===== config.mk =====
export PLATFORM = sky130hd
export DESIGN_NAME = opendap_swd_host_flat
export DESIGN_NICKNAME = d
export VERILOG_FILES = /design/src/rtl/opendap_swd_pkg.sv /design/src/rtl/opendap_swd_host_if.sv /design/src/rtl/opendap_swd_clkgen.sv /design/src/rtl/opendap_swd_host.sv /design/src/flat_wrapper.sv
export SDC_FILE = /design/constraint.sdc
export NUM_CORES = 1
export LEC_CHECK = 0
export BUFFER_PORTS_ARGS = -buffer_cell sky130_fd_sc_hd__buf_2
export CAP_MARGIN = 20
export CORE_MARGIN = 1
export CORE_UTILIZATION = 45
export DETAILED_ROUTE_END_ITERATION = 8
export SYNTH_ARGS = -nofsm -noshare
export SYNTH_HDL_FRONTEND = slang
export SYNTH_SLANG_ARGS = --single-unit

===== constraint.sdc =====
create_clock -name clk -period 6.3 [get_ports clk]
set_input_delay 0.63 -clock clk [delete_from_list [all_inputs] [get_ports clk]]
set_output_delay 0.63 -clock clk [all_outputs]
set_load 0.02 [all_outputs]

===== src/rtl/opendap_swd_pkg.sv =====
// Shared SWD host definitions: ACK codes, FSM states and request-byte layout.
// Also provides a helper that assembles the 8-bit request header.
package opendap_swd_pkg;

  localparam logic [2:0] ACK_OK    = 3'b001;
  localparam logic [2:0] ACK_WAIT  = 3'b010;
  localparam logic [2:0] ACK_FAULT = 3'b100;

  localparam int REQ_START = 0;
  localparam int REQ_APNDP = 1;
  localparam int REQ_RNW   = 2;
  localparam int REQ_A2    = 3;
  localparam int REQ_A3    = 4;
  localparam int REQ_PAR   = 5;
  localparam int REQ_STOP  = 6;
  localparam int REQ_PARK  = 7;

  typedef enum logic [3:0] {
    ST_IDLE,
    ST_LRESET,
    ST_REQ,
    ST_TRN_RX,
    ST_ACK,
    ST_TRN_TX,
    ST_WDATA,
    ST_RDATA,
    ST_TRN_END,
    ST_TAIL
  } swd_state_t;

  function automatic logic [7:0] build_req(input logic ap_ndp, input logic r_nw,
                                           input logic [1:0] addr);
    logic [7:0] req;
    req            = '0;
    req[REQ_START] = 1'b1;
    req[REQ_APNDP] = ap_ndp;
    req[REQ_RNW]   = r_nw;
    req[REQ_A2]    = addr[0];
    req[REQ_A3]    = addr[1];
    req[REQ_PAR]   = ap_ndp ^ r_nw ^ addr[0] ^ addr[1];
    req[REQ_STOP]  = 1'b0;
    req[REQ_PARK]  = 1'b1;
    return req;
  endfunction

endpackage


===== src/rtl/opendap_swd_host_if.sv =====
// Command/response bus between an SWD caller (master) and the SWD host (slave).
interface opendap_swd_host_if;
  logic        cmd_valid;
  logic        cmd_ready;
  logic        cmd_line_reset;
  logic        cmd_ap_ndp;
  logic        cmd_r_nw;
  logic [1:0]  cmd_addr;
  logic [31:0] cmd_wdata;
  logic        rsp_valid;
  logic [2:0]  rsp_ack;
  logic [31:0] rsp_rdata;
  logic        rsp_parity_err;

  modport master (
    output cmd_valid, cmd_line_reset, cmd_ap_ndp, cmd_r_nw, cmd_addr, cmd_wdata,
    input  cmd_ready, rsp_valid, rsp_ack, rsp_rdata, rsp_parity_err
  );

  modport slave (
    input  cmd_valid, cmd_line_reset, cmd_ap_ndp, cmd_r_nw, cmd_addr, cmd_wdata,
    output cmd_ready, rsp_valid, rsp_ack, rsp_rdata, rsp_parity_err
  );
endinterface


===== src/rtl/opendap_swd_clkgen.sv =====
// SWCLK generator: DIV cycles low then DIV cycles high per bit while run is set.
// bit_sample flags the edge that raises SWCLK, bit_drive the edge that starts the next low phase.
module opendap_swd_clkgen #(
  parameter int DIV = 2
) (
  input  logic clk,
  input  logic rst,
  input  logic run,
  output logic swclk,
  output logic bit_drive,
  output logic bit_sample
);

  localparam int CW = (DIV > 1) ? $clog2(DIV) : 1;

  logic [CW-1:0] cnt_reg;
  logic          swclk_reg;
  logic          phase_end;

  assign phase_end  = run && (cnt_reg == CW'(DIV - 1));
  assign bit_sample = phase_end && !swclk_reg;
  assign bit_drive  = phase_end && swclk_reg;
  assign swclk      = swclk_reg;

  always_ff @(posedge clk or posedge rst) begin
    if (rst) begin
      cnt_reg   <= '0;
      swclk_reg <= 1'b0;
    end else if (!run) begin
      cnt_reg   <= '0;
      swclk_reg <= 1'b0;
    end else if (phase_end) begin
      cnt_reg   <= '0;
      swclk_reg <= ~swclk_reg;
    end else begin
      cnt_reg   <= cnt_reg + 1'b1;
    end
  end

endmodule


===== src/rtl/opendap_swd_host.sv =====
// SWD host: serialises one DP/AP read, write or line reset per command and
// reports ACK, read data and read parity status through the response strobe.
module opendap_swd_host
  import opendap_swd_pkg::*;
#(
  parameter int DIV             = 2,
  parameter int IDLE_BITS       = 8,
  parameter int LINE_RESET_BITS = 56
) (
  input  logic               clk,
  input  logic               rst,
  output logic               swclk_o,
  output logic               swdo,
  output logic               swdo_en,
  input  logic               swdi,
  opendap_swd_host_if.slave  bus
);

  localparam int CNT_MAX = ((LINE_RESET_BITS > IDLE_BITS) ? LINE_RESET_BITS : IDLE_BITS) + 2;
  localparam int CNT_W   = $clog2(CNT_MAX + 1);

  swd_state_t       state_reg, state_next;
  logic [CNT_W-1:0] bit_cnt_reg, bit_cnt_next;
  logic             swdo_reg, swdo_next;
  logic             swdo_en_reg, swdo_en_next;
  logic [7:0]       req_reg, req_next;
  logic             r_nw_reg, r_nw_next;
  logic [32:0]      wdata_reg, wdata_next;
  logic [32:0]      rx_reg, rx_next;
  logic [2:0]       ack_reg, ack_next;
  logic             rsp_valid_reg, rsp_valid_next;
  logic [2:0]       rsp_ack_reg, rsp_ack_next;
  logic [31:0]      rsp_rdata_reg, rsp_rdata_next;
  logic             rsp_parity_err_reg, rsp_parity_err_next;

  logic run, bit_drive, bit_sample, read_ok;

  assign run     = (state_reg != ST_IDLE);
  assign read_ok = (ack_reg == ACK_OK) && r_nw_reg;

  opendap_swd_clkgen #(.DIV(DIV)) u_clkgen (
    .clk        (clk),
    .rst        (rst),
    .run        (run),
    .swclk      (swclk_o),
    .bit_drive  (bit_drive),
    .bit_sample (bit_sample)
  );

  assign swdo               = swdo_reg;
  assign swdo_en            = swdo_en_reg;
  assign bus.cmd_ready      = (state_reg == ST_IDLE);
  assign bus.rsp_valid      = rsp_valid_reg;
  assign bus.rsp_ack        = rsp_ack_reg;
  assign bus.rsp_rdata      = rsp_rdata_reg;
  assign bus.rsp_parity_err = rsp_parity_err_reg;

  always_comb begin
    state_next          = state_reg;
    bit_cnt_next        = bit_cnt_reg;
    swdo_next           = swdo_reg;
    swdo_en_next        = swdo_en_reg;
    req_next            = req_reg;
    r_nw_next           = r_nw_reg;
    wdata_next          = wdata_reg;
    rx_next             = rx_reg;
    ack_next            = ack_reg;
    rsp_valid_next      = 1'b0;
    rsp_ack_next        = rsp_ack_reg;
    rsp_rdata_next      = rsp_rdata_reg;
    rsp_parity_err_next = rsp_parity_err_reg;

    case (state_reg)
      ST_IDLE: begin
        bit_cnt_next = '0;
        swdo_next    = 1'b0;
        swdo_en_next = 1'b1;
        if (bus.cmd_valid) begin
          // First bit is either a line-reset one or the request start bit.
          swdo_next = 1'b1;
          if (bus.cmd_line_reset) begin
            state_next = ST_LRESET;
          end else begin
            state_next = ST_REQ;
            req_next   = build_req(bus.cmd_ap_ndp, bus.cmd_r_nw, bus.cmd_addr);
            r_nw_next  = bus.cmd_r_nw;
            wdata_next = {^bus.cmd_wdata, bus.cmd_wdata};
            rx_next    = '0;
            ack_next   = '0;
          end
        end
      end

      ST_LRESET: if (bit_drive) begin
        if (bit_cnt_reg == CNT_W'(LINE_RESET_BITS + 1)) begin
          state_next          = ST_IDLE;
          swdo_next           = 1'b0;
          rsp_valid_next      = 1'b1;
          rsp_ack_next        = '0;
          rsp_rdata_next      = '0;
          rsp_parity_err_next = 1'b0;
        end else begin
          bit_cnt_next = bit_cnt_reg + 1'b1;
          swdo_next    = (bit_cnt_reg < CNT_W'(LINE_RESET_BITS - 1));
        end
      end

      ST_REQ: if (bit_drive) begin
        if (bit_cnt_reg == CNT_W'(7)) begin
          state_next   = ST_TRN_RX;
          bit_cnt_next = '0;
          swdo_next    = 1'b0;
          swdo_en_next = 1'b0;
        end else begin
          bit_cnt_next = bit_cnt_reg + 1'b1;
          req_next     = {1'b0, req_reg[7:1]};
          swdo_next    = req_reg[1];
        end
      end

      ST_TRN_RX: if (bit_drive) state_next = ST_ACK;

      ST_ACK: begin
        if (bit_sample) ack_next = {swdi, ack_reg[2:1]};
        if (bit_drive) begin
          if (bit_cnt_reg == CNT_W'(2)) begin
            bit_cnt_next = '0;
            if (ack_reg != ACK_OK) state_next = ST_TRN_END;
            else if (r_nw_reg)     state_next = ST_RDATA;
            else                   state_next = ST_TRN_TX;
          end else begin
            bit_cnt_next = bit_cnt_reg + 1'b1;
          end
        end
      end

      ST_RDATA: begin
        if (bit_sample) rx_next = {swdi, rx_reg[32:1]};
        if (bit_drive) begin
          if (bit_cnt_reg == CNT_W'(32)) begin
            state_next   = ST_TRN_END;
            bit_cnt_next = '0;
          end else begin
            bit_cnt_next = bit_cnt_reg + 1'b1;
          end
        end
      end

      ST_TRN_TX: if (bit_drive) begin
        state_next   = ST_WDATA;
        swdo_next    = wdata_reg[0];
        swdo_en_next = 1'b1;
      end

      ST_WDATA: if (bit_drive) begin
        if (bit_cnt_reg == CNT_W'(32)) begin
          state_next   = ST_TAIL;
          bit_cnt_next = '0;
          swdo_next    = 1'b0;
        end else begin
          bit_cnt_next = bit_cnt_reg + 1'b1;
          wdata_next   = {1'b0, wdata_reg[32:1]};
          swdo_next    = wdata_reg[1];
        end
      end

      ST_TRN_END: if (bit_drive) begin
        state_next   = ST_TAIL;
        bit_cnt_next = '0;
        swdo_next    = 1'b0;
        swdo_en_next = 1'b1;
      end

      ST_TAIL: if (bit_drive) begin
        if (bit_cnt_reg == CNT_W'(IDLE_BITS - 1)) begin
          state_next          = ST_IDLE;
          rsp_valid_next      = 1'b1;
          rsp_ack_next        = ack_reg;
          rsp_rdata_next      = read_ok ? rx_reg[31:0] : 32'h0;
          rsp_parity_err_next = read_ok ? (rx_reg[32] ^ (^rx_reg[31:0])) : 1'b0;
        end else begin
          bit_cnt_next = bit_cnt_reg + 1'b1;
        end
      end

      default: state_next = ST_IDLE;
    endcase
  end

  always_ff @(posedge clk or posedge rst) begin
    if (rst) begin
      state_reg          <= ST_IDLE;
      bit_cnt_reg        <= '0;
      swdo_reg           <= 1'b0;
      swdo_en_reg        <= 1'b1;
      req_reg            <= '0;
      r_nw_reg           <= 1'b0;
      wdata_reg          <= '0;
      rx_reg             <= '0;
      ack_reg            <= '0;
      rsp_valid_reg      <= 1'b0;
      rsp_ack_reg        <= '0;
      rsp_rdata_reg      <= '0;
      rsp_parity_err_reg <= 1'b0;
    end else begin
      state_reg          <= state_next;
      bit_cnt_reg        <= bit_cnt_next;
      swdo_reg           <= swdo_next;
      swdo_en_reg        <= swdo_en_next;
      req_reg            <= req_next;
      r_nw_reg           <= r_nw_next;
      wdata_reg          <= wdata_next;
      rx_reg             <= rx_next;
      ack_reg            <= ack_next;
      rsp_valid_reg      <= rsp_valid_next;
      rsp_ack_reg        <= rsp_ack_next;
      rsp_rdata_reg      <= rsp_rdata_next;
      rsp_parity_err_reg <= rsp_parity_err_next;
    end
  end

endmodule


===== src/flat_wrapper.sv =====
// flat-port wrapper written by rule: the top's interface ports become plain ports
module opendap_swd_host_flat import opendap_swd_pkg::*;
#(
  parameter int DIV             = 2,
  parameter int IDLE_BITS       = 8,
  parameter int LINE_RESET_BITS = 56
)
  (clk, rst, swclk_o, swdo, swdo_en, swdi, bus_cmd_valid, bus_cmd_line_reset, bus_cmd_ap_ndp, bus_cmd_r_nw, bus_cmd_addr, bus_cmd_wdata, bus_cmd_ready, bus_rsp_valid, bus_rsp_ack, bus_rsp_rdata, bus_rsp_parity_err);
  opendap_swd_host_if bus_i ();
  input  logic clk;
  input  logic rst;
  output logic swclk_o;
  output logic swdo;
  output logic swdo_en;
  input  logic swdi;
  input wire logic [$bits(bus_i.cmd_valid)-1:0] bus_cmd_valid;
  input wire logic [$bits(bus_i.cmd_line_reset)-1:0] bus_cmd_line_reset;
  input wire logic [$bits(bus_i.cmd_ap_ndp)-1:0] bus_cmd_ap_ndp;
  input wire logic [$bits(bus_i.cmd_r_nw)-1:0] bus_cmd_r_nw;
  input wire logic [$bits(bus_i.cmd_addr)-1:0] bus_cmd_addr;
  input wire logic [$bits(bus_i.cmd_wdata)-1:0] bus_cmd_wdata;
  output wire logic [$bits(bus_i.cmd_ready)-1:0] bus_cmd_ready;
  output wire logic [$bits(bus_i.rsp_valid)-1:0] bus_rsp_valid;
  output wire logic [$bits(bus_i.rsp_ack)-1:0] bus_rsp_ack;
  output wire logic [$bits(bus_i.rsp_rdata)-1:0] bus_rsp_rdata;
  output wire logic [$bits(bus_i.rsp_parity_err)-1:0] bus_rsp_parity_err;
  assign bus_i.cmd_valid = bus_cmd_valid;
  assign bus_i.cmd_line_reset = bus_cmd_line_reset;
  assign bus_i.cmd_ap_ndp = bus_cmd_ap_ndp;
  assign bus_i.cmd_r_nw = bus_cmd_r_nw;
  assign bus_i.cmd_addr = bus_cmd_addr;
  assign bus_i.cmd_wdata = bus_cmd_wdata;
  assign bus_cmd_ready = bus_i.cmd_ready;
  assign bus_rsp_valid = bus_i.rsp_valid;
  assign bus_rsp_ack = bus_i.rsp_ack;
  assign bus_rsp_rdata = bus_i.rsp_rdata;
  assign bus_rsp_parity_err = bus_i.rsp_parity_err;
  opendap_swd_host #(.DIV(DIV), .IDLE_BITS(IDLE_BITS), .LINE_RESET_BITS(LINE_RESET_BITS)) u_core (.clk(clk), .rst(rst), .swclk_o(swclk_o), .swdo(swdo), .swdo_en(swdo_en), .swdi(swdi), .bus(bus_i));
endmodule

==> impl_metrics.csv, run 1 <==
group,metric,value,unit
setup_path,slowest_delay,0.80,ns
place,dp_hpwl,8720,um
detailed_routing,routed_wl,12900,um
setup_path,worstRegToRegCells,6,
synth,async_flop_share,100,%
clock_tree,cts_sinks,128,
sta,finalCritPeriodShare,44.0,%
sta,fin_crit,2.77,ns
power_and_ir_drop,combPwrFrac,27.3,%
sta,setup_slack,3.53,ns
synth,postSynthCellCount,568,
run,maxCapViolations,0,
layout,final_cell_mix,"127 x dfrtp_1, 81 x buf_2, 67 x a22o_1",
setup_path,cp_slowest_cell,"dfrtp_1",
detailed_routing,first_pass_iters,5,
power_and_ir_drop,powerDensity,391,nW/um^2
synth,syn_area_per_cell,11.1,sq um
power_and_ir_drop,total_power,2.91,mW
setup_path,endpoint_kind,"register",
sta,tightest_slew,0.906,ns
synth,yosysUniqueCellTypes,59,
synth,yosysWarnings,0,
clock_tree,clockBufferDepth,2,
detailed_routing,num_vias,4478,
setup_path,startpoint,"u_core.state_reg[2]",
detailed_routing,drt-initial-drc-count,345,
sta,fmax,361,MHz
global_routing,grt_usage,19.2,%
sta,finalClockSkew,0.00740,ns
clock_tree,ctsHoldBuffers,0,
synth,synth_area_leaders,"dfrtp_1 50%, a22o_1 9.3%, xnor2_1 7.7%",
power_and_ir_drop,p_seq_share,39.0,%
hold_path,hold_path.class,"in -> async",
sta,rsz0062_at_grt,"no",
clock_tree,htree_levels,4,
clock_tree,root_buffer,"clkbuf_16",
synth,synth.largest_area_cell,"dfrtp_1",
die,die_y,121,um
synth,synth_nets,613,
setup_path,crit_end,"u_core.wdata_reg[32]",
layout,fillers,1189,
layout,synthToLayoutAreaGrowth,17.3,%
detailed_routing,drc,0,
die,start_util,46.9,%
setup_path,critPathArrivalTime,3.07,ns
clock_tree,cts_tree,"done",
die,fp.dieArea,14500,sq um
setup_path,criticalPathCategory,"reg -> reg",
synth,ys.flop_type,"dfrtp_1",
power_and_ir_drop,peakVddDrop,0.000184,V
layout,final_area,7430,sq um
clock_tree,clk_latency,0.41,ns
synth,synth_edf_count,0,
synth,synth_top_area_share,50.2,%
place,pre_cts_ws,3.06,ns
global_routing,grt_max_degree,75,
power_and_ir_drop,internal_power,1.93,mW
die,row_count,42,
synth,netlist_area,6330,sq um
power_and_ir_drop,clkPwrFrac,33.7,%
place,gp_congestion,0.859,
clock_tree,ctsResizeCount,0,
run_status,status,"finished, final reports clean",
layout,final_util,55.0,%
detailed_routing,post_drt_wl_per_cell,15.6,um
detailed_routing,ant_nets,0,
layout,final_nets,684,
place,placed_area,6820,sq um
power_and_ir_drop,p_leak,3.36,nW
die,core-area,13500,sq um
detailed_routing,via_per_inst,5.41,
layout,drive_gt1_share,22.0,%
global_routing,first_global_vias,4279,
die,boundaryPins,82,
global_routing,gr-total-overflow,0,
global_routing,grt_pass1_wl,21700,um
setup_path,r2r_slack,3.53,ns
setup_path,startpoint_type,"register",
sta,finalSetupTns,0,ns
sta,hold_ws,0.332,ns
die,fp.dieW,121,um
power_and_ir_drop,p_switching,0.979,mW
sta,slew_headroom,39.6,%
place,portBuffers,81,
global_routing,antenna_found_initial,1,
place,dp.cells,795,
layout,layoutNonFillerInstCount,827,
clock_tree,path_clk_slew,0.06,ns
synth,yosysSeqAreaShare,50.6,%
power_and_ir_drop,netSwitchingFraction,33.7,%
clock_tree,cts_buffers,17,
clock_tree,post_cts_buffers,0,
sta,slew_viol_final,0,
setup_path,r2r_end,"u_core.wdata_reg[32]",
synth,ys_ff_latch,128,
sta,final-hold-violation-count,0,
setup_path,cp_max_fo,48,
setup_path,required,6.60,ns
setup_path,worstPathCellList,"nand2_1, nor2_4, a21oi_1, a21o_2, buf_12, a22o_1",
setup_path,r2r_start,"u_core.state_reg[2]",
sta,setup_viol,0,
layout,final_common_cell,"dfrtp_1",
==> worst min-delay path by stage <==
stage                                     from              endpoint  slack (ns)  cells past startpoint
after global routing                       rst     u_core.req_reg[4]        0.38                      2
after floorplan           u_core.wdata_reg[21]  u_core.wdata_reg[21]        0.45                      2
final                                      rst     u_core.req_reg[4]        0.33                      2
after global placement    u_core.wdata_reg[19]  u_core.wdata_reg[19]        0.46                      2
after detailed placement  u_core.wdata_reg[12]  u_core.wdata_reg[12]        0.47                      2
after CTS                                  rst     u_core.req_reg[4]        0.34                      2
==> layer usage <==
layer,routed length [um],up-vias,share of wire (%),GRT usage [%]
li1,-,2193,-,-
met1,6100,2150,47,26.1
met3,512,21,4.0,4.39
met2,6020,114,47,29.3
met4,275,0,2.1,8.64
met5,0,-,0,0
==> power groups by stage <==
stage / Sequential, mW / Combinational (mW) / Clock, mW
6_report: 1.13 / 0.793 / 0.978
5_1_grt: 1.16 / 0.894 / 1.03
2_1_floorplan: 1.07 / 0.727 / 0
3_5_place_dp: 1.15 / 0.791 / 0
4_1_cts: 1.13 / 0.792 / 1.00
3_3_place_gp: 1.14 / 0.770 / 0
==> synth_stat cells (2+ instances only) <==
cell,number
o21ai_1,11
nand3_1,10
buf_4,3
or2_1,2
nand2b_1,7
buf_2,9
nor2_1,18
o21ai_2,10
clkbuf_1,13
a31oi_1,3
mux2i_1,38
o211ai_1,3
o21ai_0,27
a211oi_1,3
nor2b_1,2
nor3b_1,3
a221o_1,2
xnor2_1,56
a21oi_1,14
buf_1,3
nor3_1,7
a21o_1,4
nand2_1,56
a22o_1,67
and2_1,2
or3_1,2
inv_1,10
buf_6,8
ha_1,4
and3_1,2
o22ai_1,2
dfrtp_1,127
o31ai_1,3
xor2_1,10
mux2_2,2
nor2_2,2
==> critical path: cells and delay by family, from the launching register on <==
kind / cells / cell delay, ns
buffers and inverters: 1 / 0.23
flip-flops: 1 / 0.80
AND/OR/NAND/NOR: 2 / 0.90
AO/OA/AOI/OAI: 3 / 0.72
==> cell families (layout without fill, tap and decap cells) <==
kind of cell,Yosys count,in the layout,share of synthesized area (%)
AO/OA/AOI/OAI,161,161,19.0
flip-flops,128,128,50.6
AND/OR/NAND/NOR,122,122,9.68
XOR/XNOR,67,67,9.49
buffers and inverters,46,128,4.03
multiplexers,40,40,6.36
adder cells (fa/ha/maj),4,4,0.791
other,0,1,0
==> final cells by class <==
| class | instances | area (sq um) | area share [%] |
|---|---|---|---|
| inverter | 10 | 40.0 | 0.539 |
| tap | 176 | 220 | 2.96 |
| multi-input combinational | 394 | 2880 | 38.8 |
| timing repair buffer | 88 | 490 | 6.60 |
| clock buffer | 17 | 425 | 5.73 |
| clock inverter | 13 | 164 | 2.21 |
| antenna | 1 | 2.50 | 0.0337 |
| sequential | 128 | 3200 | 43.1 |
Power figures use the tool's default switching activity.
==> inputs of run 2 (changes only) <==
ABC_AREA = 1   (was unset)
PLACE_DENSITY = 0.67   (was unset)
clock period = 2.42 ns   (was 6.3 ns; I/O delays follow)
==> impl_metrics.csv, run 2 <==
group,metric,value,unit
sta,finalCritPeriodShare,88.6,%
layout,final_util,55.0,%
sta,rsz0062_at_grt,"no",
detailed_routing,first_pass_iters,7,
die,row_count,44,
synth,synth_edf_count,0,
sta,finalSetupTns,0,ns
hold_path,hold_path.class,"in -> reg",
synth,ys.flop_type,"dfrtp_1",
run_status,status,"finished with violations",
die,start_util,46.4,%
detailed_routing,highest-signal-layer,"met4",
detailed_routing,post_drt_wl_per_cell,13.2,um
setup_path,endpoint_kind,"register",
global_routing,antenna_found_initial,0,
detailed_routing,wl_met2,7580,um
detailed_routing,wl_met1,6950,um
synth,postSynthCellCount,870,
global_routing,grt_pass1_wl,26500,um
die,fp.dieW,125,um
layout,layoutNonFillerInstCount,1156,
layout,diodes,0,
synth,synth_nets,915,
detailed_routing,routed_wl,15300,um
setup_path,required,2.75,ns
synth,synth.largest_area_cell,"dfrtp_1",
die,boundaryPins,82,
clock_tree,clk_latency,0.42,ns
global_routing,first_global_vias,5633,
die,die_y,125,um
run_status,violations,"design-rule violations",
setup_path,critPathArrivalTime,2.47,ns
synth,yosysUniqueCellTypes,41,
synth,netlist_top_cells_count,"298 x nand2_1, 127 x dfrtp_1, 100 x inv_1",
die,core-area,14600,sq um
layout,final_cell_mix,"298 x nand2_1, 127 x dfrtp_1, 99 x inv_1",
setup_path,startpoint_type,"register",
synth,post-synth-top-count-cell,"nand2_1",
clock_tree,cts_tree,"done",
synth,ys_ff_latch,128,
synth,synth_area_leaders,"dfrtp_1 47%, nand2_1 16%, inv_1 5.5%",
global_routing,grt_usage,21.2,%
sta,tightest_slew,0.704,ns
sta,final-hold-violation-count,0,
detailed_routing,via_per_inst,5.05,
place,portBuffers,81,
detailed_routing,ant_nets,0,
run,maxCapViolations,0,
clock_tree,cts_sinks,128,
clock_tree,htree_levels,4,
synth,yosysWarnings,0,
layout,final_common_cell,"nand2_1",
power_and_ir_drop,peakVddDrop,0.000462,V
sta,hold_ws,0.108,ns
synth,synth_top_area_share,46.8,%
layout,final_nets,1004,
power_and_ir_drop,p_leak,4.18,nW
power_and_ir_drop,total_power,5.17,mW
global_routing,grt_max_degree,61,
setup_path,criticalPathCategory,"reg -> reg",
sta,setup_viol,0,
die,fp.dieArea,15600,sq um
detailed_routing,num_vias,5833,
detailed_routing,drt-initial-drc-count,279,
setup_path,cp_max_fo,12,
synth,netlist_area,6790,sq um
synth,yosysSeqAreaShare,47.2,%
sta,finalClockSkew,0.0103,ns
place,gp_congestion,0.955,
layout,drive_gt1_share,15.8,%
synth,syn_area_per_cell,7.80,sq um
clock_tree,path_clk_slew,0.06,ns
clock_tree,clockBufferDepth,2,
synth,async_flop_share,100,%
detailed_routing,drc,10,
sta,slew_viol_final,0,
sta,fmax,466,MHz
detailed_routing,wl_met3,603,um
clock_tree,root_buffer,"clkbuf_16",
power_and_ir_drop,powerDensity,642,nW/um^2
sta,slew_headroom,53.0,%
place,dp_hpwl,10600,um
global_routing,gr-total-overflow,0,
place,dp.cells,1123,
layout,synthToLayoutAreaGrowth,18.6,%
clock_tree,cts_buffers,17,
sta,fin_crit,2.14,ns
[run 2: cell type report]
type | count | area (sq um)
sequential | 128 | 3200
timing repair buffer | 95 | 538
tap | 184 | 230
clock inverter | 13 | 184
inverter | 111 | 422
multi-input combinational | 606 | 3030
fill | 1397 | 6590
clock buffer | 19 | 453
[run 2: critical path, stage by stage, from the launching register on]
cell and delay (ns):
dfrtp_1 0.43, nor2_1 0.27, nand2_1 0.33, inv_2 0.25, nand2_1 0.13, a21oi_1 0.17
nor2_1 0.11, inv_2 0.15, nor2_1 0.06, a31oi_1 0.14
[run 2: worst paths after layout]
check | start | end | slack [ns] | cells after the start
setup / recovery | u_core.state_reg[2] | u_core.req_reg[1] | 0.28 | 9
hold / removal | bus_cmd_wdata[0] | u_core.wdata_reg[0] | 0.11 | 3
setup reg to reg | u_core.state_reg[2] | u_core.req_reg[1] | 0.28 | 9
hold reg to reg | u_core.ack_reg[0] | u_core.ack_reg[0] | 0.48 | 2
max in group asynchronous | rst | u_core.swdo_en | 1.28 | 4
min in group asynchronous | rst | u_core.wdata_reg[23] | 0.48 | 3
[run 2: power breakdown]
| group | total, mW | internal (mW) | switching [mW] | leakage, nW |
|---|---|---|---|---|
| clock | 2.73 | 1.78 | 0.957 | 0.305 |
| combinational | 0.288 | 0.114 | 0.174 | 2.47 |
| sequential | 2.15 | 2.15 | 0.00291 | 1.40 |
[run 2: what timing repair did]
action | CTS | global route
gates resized for setup | 0 | 0
hold endpoints to repair | 25 | 0
setup endpoints to repair | 0 | 0
buffers inserted | 0 | 0
hold buffers | 1 | 0
[run 2: per-stage QoR]
step           worst slack (ns)  area [sq um]
6_report                  0.275          8060
5_1_grt                   0.101          8060
4_1_cts                   0.294          8060
3_5_place_dp              0.319          7410
3_3_place_gp              0.331          7410
2_1_floorplan             0.598          6790
[run 2: routing by layer]
metal | global-route usage (%) | vias to the layer above
met5 | 0 | -
met4 | 7.17 | 0
met3 | 5.11 | 16
met2 | 35.9 | 98
met1 | 26.5 | 2721
li1 | - | 2998
[run 2: kinds of logic after synthesis]
logic type / Yosys count / share of synthesized area [%]
AO/OA/AOI/OAI: 172 / 15.0
AND/OR/NAND/NOR: 388 / 23.4
XOR/XNOR: 42 / 5.42
buffers and inverters: 136 / 8.25
flip-flops: 128 / 47.2
adder cells (fa/ha/maj): 4 / 0.737
==> inputs of run 3 (changes only) <==
ABC_AREA = unset   (was 1)
==> impl_metrics.csv, run 3 (synthesis gave the netlist of run 1 again) <==
group,metric,value,unit
sta,rsz0062_at_grt,"no",
run_status,status,"finished, final reports clean",
sta,finalSetupTns,0,ns
layout,final_common_cell,"dfrtp_1",
hold_path,hold_path.class,"in -> reg",
die,boundaryPins,82,
power_and_ir_drop,powerDensity,1020,nW/um^2
layout,synthToLayoutAreaGrowth,18.5,%
setup_path,required,2.18,ns
global_routing,grt_pass1_wl,21900,um
detailed_routing,highest-signal-layer,"met4",
run,maxCapViolations,0,
clock_tree,clk_latency,0.41,ns
detailed_routing,ant_nets,0,
place,portBuffers,81,
setup_path,cp_slowest_cell,"dfrtp_1",
setup_path,crit_buf_inv,1,
setup_path,criticalPathCategory,"reg -> out",
setup_path,critPathArrivalTime,1.90,ns
detailed_routing,wl_met3,528,um
die,start_util,46.9,%
sta,finalCritPeriodShare,88.6,%
hold_path,hold_start,"bus_cmd_r_nw",
detailed_routing,post_drt_wl_per_cell,15.3,um
place,dp.cells,806,
clock_tree,cts_tree,"done",
power_and_ir_drop,total_power,7.65,mW
global_routing,first_global_vias,4453,
layout,final_cell_mix,"127 x dfrtp_1, 81 x buf_2, 67 x a22o_1",
global_routing,gr-total-overflow,0,
clock_tree,htree_levels,4,
die,die_y,121,um
sta,hold_ws,0.107,ns
sta,fmax,467,MHz
detailed_routing,wl_met1,6090,um
setup_path,cp_max_fo,9,
setup_path,slowest_delay,0.49,ns
clock_tree,ctsResizeCount,0,
place,dp_hpwl,8770,um
clock_tree,cts_sinks,128,
layout,diodes,0,
clock_tree,cts_buffers,17,
layout,drive_gt1_share,23.2,%
detailed_routing,drt-initial-drc-count,294,
die,fp.dieW,121,um
detailed_routing,via_per_inst,5.36,
sta,tightest_slew,0.600,ns
clock_tree,clockBufferDepth,2,
sta,setup_viol,0,
detailed_routing,num_vias,4500,
layout,final_nets,695,
sta,slew_viol_final,0,
sta,final-hold-violation-count,0,
power_and_ir_drop,peakVddDrop,0.000690,V
setup_path,startpoint_type,"register",
detailed_routing,wl_met2,5990,um
sta,finalClockSkew,0.00721,ns
place,gp_congestion,0.857,
detailed_routing,first_pass_iters,4,
clock_tree,root_buffer,"clkbuf_16",
setup_path,endpoint_kind,"output pin",
clock_tree,post_cts_buffers,0,
setup_path,startpoint,"u_core.state_reg[2]",
sta,fin_crit,2.14,ns
layout,layoutNonFillerInstCount,839,
global_routing,grt_usage,19.2,%
detailed_routing,drc,0,
detailed_routing,routed_wl,12800,um
die,fp.dieArea,14500,sq um
die,core-area,13500,sq um
setup_path,critical_path.top_delay_family,"simple AND/OR/NAND/NOR gates",
power_and_ir_drop,p_leak,3.42,nW
die,row_count,42,
setup_path,r2r_start,"u_core.bit_cnt_reg[0]",
setup_path,worstPathCellList,"or2_1, nor2_1, buf_2",
global_routing,grt_max_degree,82,
global_routing,antenna_found_initial,0,
sta,slew_headroom,59.9,%
clock_tree,path_clk_slew,0.06,ns
## run 3: cell types whose count changed in the layout (fill, tap and decap cells not counted), moves of 10 or more
cell,change
nand2_1,-242
inv_1,-90
a22o_1,+67
mux2i_1,+38
o21ai_1,-34
o22ai_1,-31
xnor2_1,+29
o211ai_1,-26
nor2_1,-22
nand3_1,-13
o21ai_0,-11
inv_2,-10
o21ai_2,+10
## run 3: final cells by class
type                            instances  area [sq um]
Clock inverter                         12           133
Fill cell                            1183          6000
Timing Repair Buffer                   99           568
Sequential cell                       128          3200
Inverter                               10          41.3
Multi-Input combinational cell        394          2880
Tap cell                              176           220
Clock buffer                           20           457
## run 3: stage by stage
| step | setup slack, ns | cell area, sq um | utilization, % |
|---|---|---|---|
| final | 0.276 | 7500 | 55.6 |
| after global routing | 0.123 | 7500 | 55.6 |
| after CTS | 0.265 | 7500 | 55.6 |
| after detailed placement | 0.384 | 6900 | 51.1 |
| after global placement | 0.378 | 6900 | 51.1 |
| after floorplan | 0.428 | 6330 | - |
## run 3: worst paths after layout
path | slack [ns] | endpoint | cells past startpoint
worst max register to register | 0.35 | u_core.bit_cnt_reg[5] | 8
worst min register to register | 0.47 | u_core.wdata_reg[12] | 2
worst max-delay path | 0.28 | bus_cmd_ready | 3
max in group asynchronous | 1.16 | u_core.swdo_en | 4
min in group asynchronous | 0.45 | u_core.wdata_reg[5] | 3
worst min-delay path | 0.11 | u_core.r_nw_reg | 2
## run 3: where the power goes
group	switching (mW)	internal, mW
clock network	0.937	1.57
logic	1.37	0.947
registers	0.279	2.55
## run 3: metal layers
layer | GRT usage [%] | vias to the layer above
met5 | 0 | -
met4 | 7.33 | 0
met3 | 4.39 | 20
met2 | 30.5 | 110
met1 | 25.5 | 2153
li1 | - | 2217
## run 3: what timing repair did
item	4_1_cts	5_1_grt
hold buffers	1	0
endpoints found under the hold margin	24	0
setup endpoints to repair	0	0
